[src/rtl/led_seg_out.sv]
// Memory-mapped LED / 8-digit multiplexed 7-segment output peripheral with digit scan and hex decoding.
// Optional per-digit decimal point mask enabled by defining SEG_DP_EN.
module led_seg_out #(
  parameter int unsigned SCAN_DIV  = 100000,
  parameter logic [31:0] LED_ADDR  = 32'hFFFF_FFE1,
  parameter logic [31:0] SEG_ADDR  = 32'hFFFF_FFE3,
  parameter logic [31:0] MASK_ADDR = 32'hFFFF_FFE5
) (
  input  logic        clk,
  input  logic        rst,
  input  logic        LEDCtrl,
  input  logic        SegCtrl,
  input  logic        mem_write,
  input  logic [31:0] address,
  input  logic [31:0] write_data,
  output logic [15:0] led_out,
  output logic [7:0]  seg_an,
  output logic [7:0]  seg_code
);

  localparam int unsigned CW = (SCAN_DIV > 2) ? $clog2(SCAN_DIV) : 1;
  localparam logic [CW-1:0] DIV_LAST = CW'(SCAN_DIV - 1);

  logic          led_we, seg_we, mask_we;
  logic [31:0]   value;
  logic [7:0]    blank_mask;
  logic [CW-1:0] div_cnt;
  logic [2:0]    digit_idx;
  logic [3:0]    nib;
  logic          dp_bit;

  assign led_we  = mem_write & LEDCtrl & (address == LED_ADDR);
  assign seg_we  = mem_write & SegCtrl & (address == SEG_ADDR);
  assign mask_we = mem_write & SegCtrl & (address == MASK_ADDR);

  function automatic logic [6:0] hex7(input logic [3:0] h);
    logic [6:0] s;
    case (h)
      4'h0: s = 7'h40;
      4'h1: s = 7'h79;
      4'h2: s = 7'h24;
      4'h3: s = 7'h30;
      4'h4: s = 7'h19;
      4'h5: s = 7'h12;
      4'h6: s = 7'h02;
      4'h7: s = 7'h78;
      4'h8: s = 7'h00;
      4'h9: s = 7'h10;
      4'hA: s = 7'h08;
      4'hB: s = 7'h03;
      4'hC: s = 7'h46;
      4'hD: s = 7'h21;
      4'hE: s = 7'h06;
      default: s = 7'h0E;
    endcase
    return s;
  endfunction

  always_ff @(posedge clk or posedge rst) begin
    if (rst) begin
      led_out    <= 16'h0000;
      value      <= 32'h0;
      blank_mask <= 8'hFF;
    end else begin
      if (led_we)  led_out    <= write_data[15:0];
      if (seg_we)  value      <= write_data;
      if (mask_we) blank_mask <= write_data[7:0];
    end
  end

`ifdef SEG_DP_EN
  logic [7:0] dp_mask;

  always_ff @(posedge clk or posedge rst) begin
    if (rst)          dp_mask <= 8'h00;
    else if (mask_we) dp_mask <= write_data[15:8];
  end

  // Active-low segment: a set mask bit lights the point.
  assign dp_bit = ~dp_mask[digit_idx];
`else
  assign dp_bit = 1'b1;
`endif

  // Scan timing is independent of stores so a write never restarts the current digit.
  always_ff @(posedge clk or posedge rst) begin
    if (rst) begin
      div_cnt   <= '0;
      digit_idx <= 3'd0;
    end else if (div_cnt == DIV_LAST) begin
      div_cnt   <= '0;
      digit_idx <= digit_idx + 3'd1;
    end else begin
      div_cnt   <= div_cnt + 1'b1;
    end
  end

  assign nib = value[{digit_idx, 2'b00} +: 4];

  always_ff @(posedge clk or posedge rst) begin
    if (rst) begin
      seg_an   <= 8'hFF;
      seg_code <= 8'hFF;
    end else if (blank_mask[digit_idx]) begin
      seg_an   <= 8'hFF;
      seg_code <= 8'hFF;
    end else begin
      seg_an   <= ~(8'b1 << digit_idx);
      seg_code <= {dp_bit, hex7(nib)};
    end
  end

endmodule

[config.mk]
export PLATFORM = sky130hd
export DESIGN_NAME = led_seg_out
export DESIGN_NICKNAME = d
export VERILOG_FILES = /design/src/rtl/led_seg_out.sv
export SDC_FILE = /design/constraint.sdc
export NUM_CORES = 1
export LEC_CHECK = 0
export ABC_AREA = 1
export CORE_ASPECT_RATIO = 0.8
export CORE_MARGIN = 2
export CORE_UTILIZATION = 30
export DETAILED_ROUTE_END_ITERATION = 7
export GPL_ROUTABILITY_DRIVEN = 0
export GPL_TIMING_DRIVEN = 0
export SLEW_MARGIN = 20
export SYNTH_ARGS = -nofsm -noshare
export SYNTH_HDL_FRONTEND = slang
export SYNTH_SLANG_ARGS = --single-unit
[constraint.sdc]
create_clock -name clk -period 4.6 [get_ports clk]
set_input_delay 0.92 -clock clk [delete_from_list [all_inputs] [get_ports clk]]
set_output_delay 0.92 -clock clk [all_outputs]
set_load 0.01 [all_outputs]
==> flow_summary.ini <==
[status]
outcome = finished clean

[timing]
fin_worst_skew_ns = 0.0111
finalSetupViolations = 0
min_period_over_period_pct = 52.2
layout_setup_ws_ns = 2.20
fin_tns_setup_ns = 0
relSlewSlack_pct = 60.3
tightestPinTransition_ns = 0.596
min_period_ns = 2.40
rsz0062_at_grt = false
final-max-slew-violation-count = 0
finalHoldViolations = 0
max_freq_mhz = 416
holdWs_ns = 0.471

[synth]
ys_async_sr_fraction_pct = 100
syn_area_um2 = 4660
avgSynthCellArea_um2 = 7.90
syn_inst = 590
synth_edf_count = 0
yosys_warnings = 0
yosys.area.top_type_share_pct = 36.5
synth-seq-cells = 91
ys_seq_area_share_pct = 49.5
synth_top_area_cell = dfrtp_1
ys_types = 29
yosys-top-cells-area = dfrtp_1 37%, nand2_1 18%, dfstp_2 13%, nand3_1 8.2%, inv_1 4.9%
ys.flop_type = dfrtp_1
synth_fp_nets = 672

[global_route]
grt_max_degree = 48
gr-total-overflow = 0
grt_pass1_vias = 4311
grt_pass1_wl_um = 20800
track_usage_pct = 15.8
antenna_found_initial = 0

[finish]
mostFrequentLayoutCells = 221 x nand2_1, 99 x clkdlybuf4s50_1, 76 x nand3_1, 68 x dfrtp_1, 60 x inv_1
drive_above_1_share_pct = 9.92
layout_commonest_cell = nand2_1
n_antenna_cell = 0
syn_to_final_growth_pct = 33.4
nets = 783
fillCellCount = 1551

[floorplan]
core_um2 = 15100
die_area_um2 = 16600
fp.dieW_um = 143
ios = 101
rows = 40
start_util_pct = 30.8
die_h_um = 115

[routing]
drtIter0Drc = 295
antenna_left = 0
avgViaCountPerCell = 4.60
wire_per_inst_um = 13.3
wirelength_um = 12200
firstDrtPassIters = 5
vias = 4210
drc = 0

[clock_network]
htree_levels = 3
cts_sinks = 91
cts_buffers = 9
postCtsHoldBufs = 0
clk_latency_ns = 0.34
clock_path_buffers = 2
postCtsSetupBuffers = 0
cts_tree = done
clkTransAtPathRegs_ns = 0.06
cts_resized = 0
cts_root_buffer = clkbuf_16

[worst_setup_path]
required_ns = 4.87
reg2reg_setup_slack_ns = 2.48
cp.arrival_ns = 2.68
crit_type = in -> reg
crit_fanout = 10
crit_path_end_kind = register
reg2reg_depth = 12
r2r-end = seg_code[3]$_DFF_PP1_
cp-start-kind = input port
r2r_start = digit_idx[0]$_DFFE_PP0N_

[worst_hold_path]
min_to = blank_mask[4]$_DFFE_PP1P_
hold_path_class = reg -> reg
whs_path_depth = 2
hp-start = blank_mask[4]$_DFFE_PP1P_

[power_and_ir_drop]
power_density_nw_per_um2 = 253
p_leak_nw = 3.06
power_mw = 1.57
vdd_drop_max_mv = 0.171

[placement]
io_buffers = 99
dp_hpwl_um = 9250
pre_cts_slack_ns = 1.86

[flow_run]
maxCapViolCount = 0
[per-stage QoR]
| step | cell area, um2 | utilization (%) | cells |
|---|---|---|---|
| floorplan | 4660 | - | 590 |
| global placement | 5910 | 39.1 | 899 |
| detailed placement | 5940 | 39.3 | 900 |
| CTS | 6220 | 41.2 | 916 |
| global route | 6220 | 41.2 | 916 |
| finish | 6220 | 41.2 | 916 |
[layout make-up]
class,instances,area [um2],area share (%)
timing repair buffer,100,1020,16.4
sequential,91,2310,37.1
tap,210,263,4.22
buffer,24,138,2.21
inverter,64,243,3.90
clock buffer,13,250,4.02
multi-input combinational,411,1980,31.8
clock inverter,3,25.0,0.402
[report_power, final]
part / switching (mW) / leakage [nW] / total [mW] / internal [mW]
Clock: 0.300 / 0.130 / 0.683 / 0.384
Sequential: 0.00000000187 / 1.17 / 0.801 / 0.801
Combinational: 0.0345 / 1.76 / 0.0898 / 0.0553
Total: 0.334 / 3.06 / 1.57 / 1.24
[registers in the layout, summed over array words and instances (netlist names)]
register and flops:
blank_mask 8, digit_idx 3, div_cnt 17, led_out 16, seg_an 8, seg_code 7
value 32
[synth_stat cells (6+ instances only)]
cell type	count
buf_2	13
dfstp_2	23
nand4_1	36
dfrtp_1	68
inv_1	61
xor2_1	10
buf_4	8
nand2_1	221
nor3_1	6
ha_1	13
nor2_1	24
nand3_1	76
[cell families after synthesis]
logic type               synth area share, %
adder cells (fa/ha/maj)                 3.49
AO/OA/AOI/OAI                          0.752
flip-flops                              49.5
XOR/XNOR                                1.88
buffers and inverters                   8.11
other                                 0.0805
AND/OR/NAND/NOR                         36.2
[worst max-delay path by stage]
stage | start | to | slack (ns) | cells past startpoint
after detailed placement | address[15] | value[1]$_DFFE_PP0P_ | 1.86 | 8
after global placement | rst | value[20]$_DFFE_PP0P_ | -0.007 | 2
after floorplan | rst | digit_idx[0]$_DFFE_PP0N_ | 1.35 | 1
after CTS | address[12] | value[1]$_DFFE_PP0P_ | 2.21 | 8
final | address[21] | value[21]$_DFFE_PP0P_ | 2.20 | 8
after global routing | address[21] | value[3]$_DFFE_PP0P_ | 2.00 | 9
[worst max-delay path, stage by stage]
cell,delay [ns]
clkdlybuf4s50_1,0.45
nand2_1,0.05
nor2_1,0.09
nand4_1,0.10
nor3_2,0.35
clkbuf_1,0.45
nand3_1,0.16
nand2_1,0.10
[per-layer routing]
metal | vias to the layer above | global-route usage (%) | routed length [um]
met5 | - | 0 | 0
met4 | 0 | 3.79 | 88
met3 | 8 | 3.88 | 700
met2 | 114 | 24.7 | 5340
met1 | 1980 | 22.3 | 6060
li1 | 2108 | - | -
Note: power is estimated with default switching activity, not from simulation.
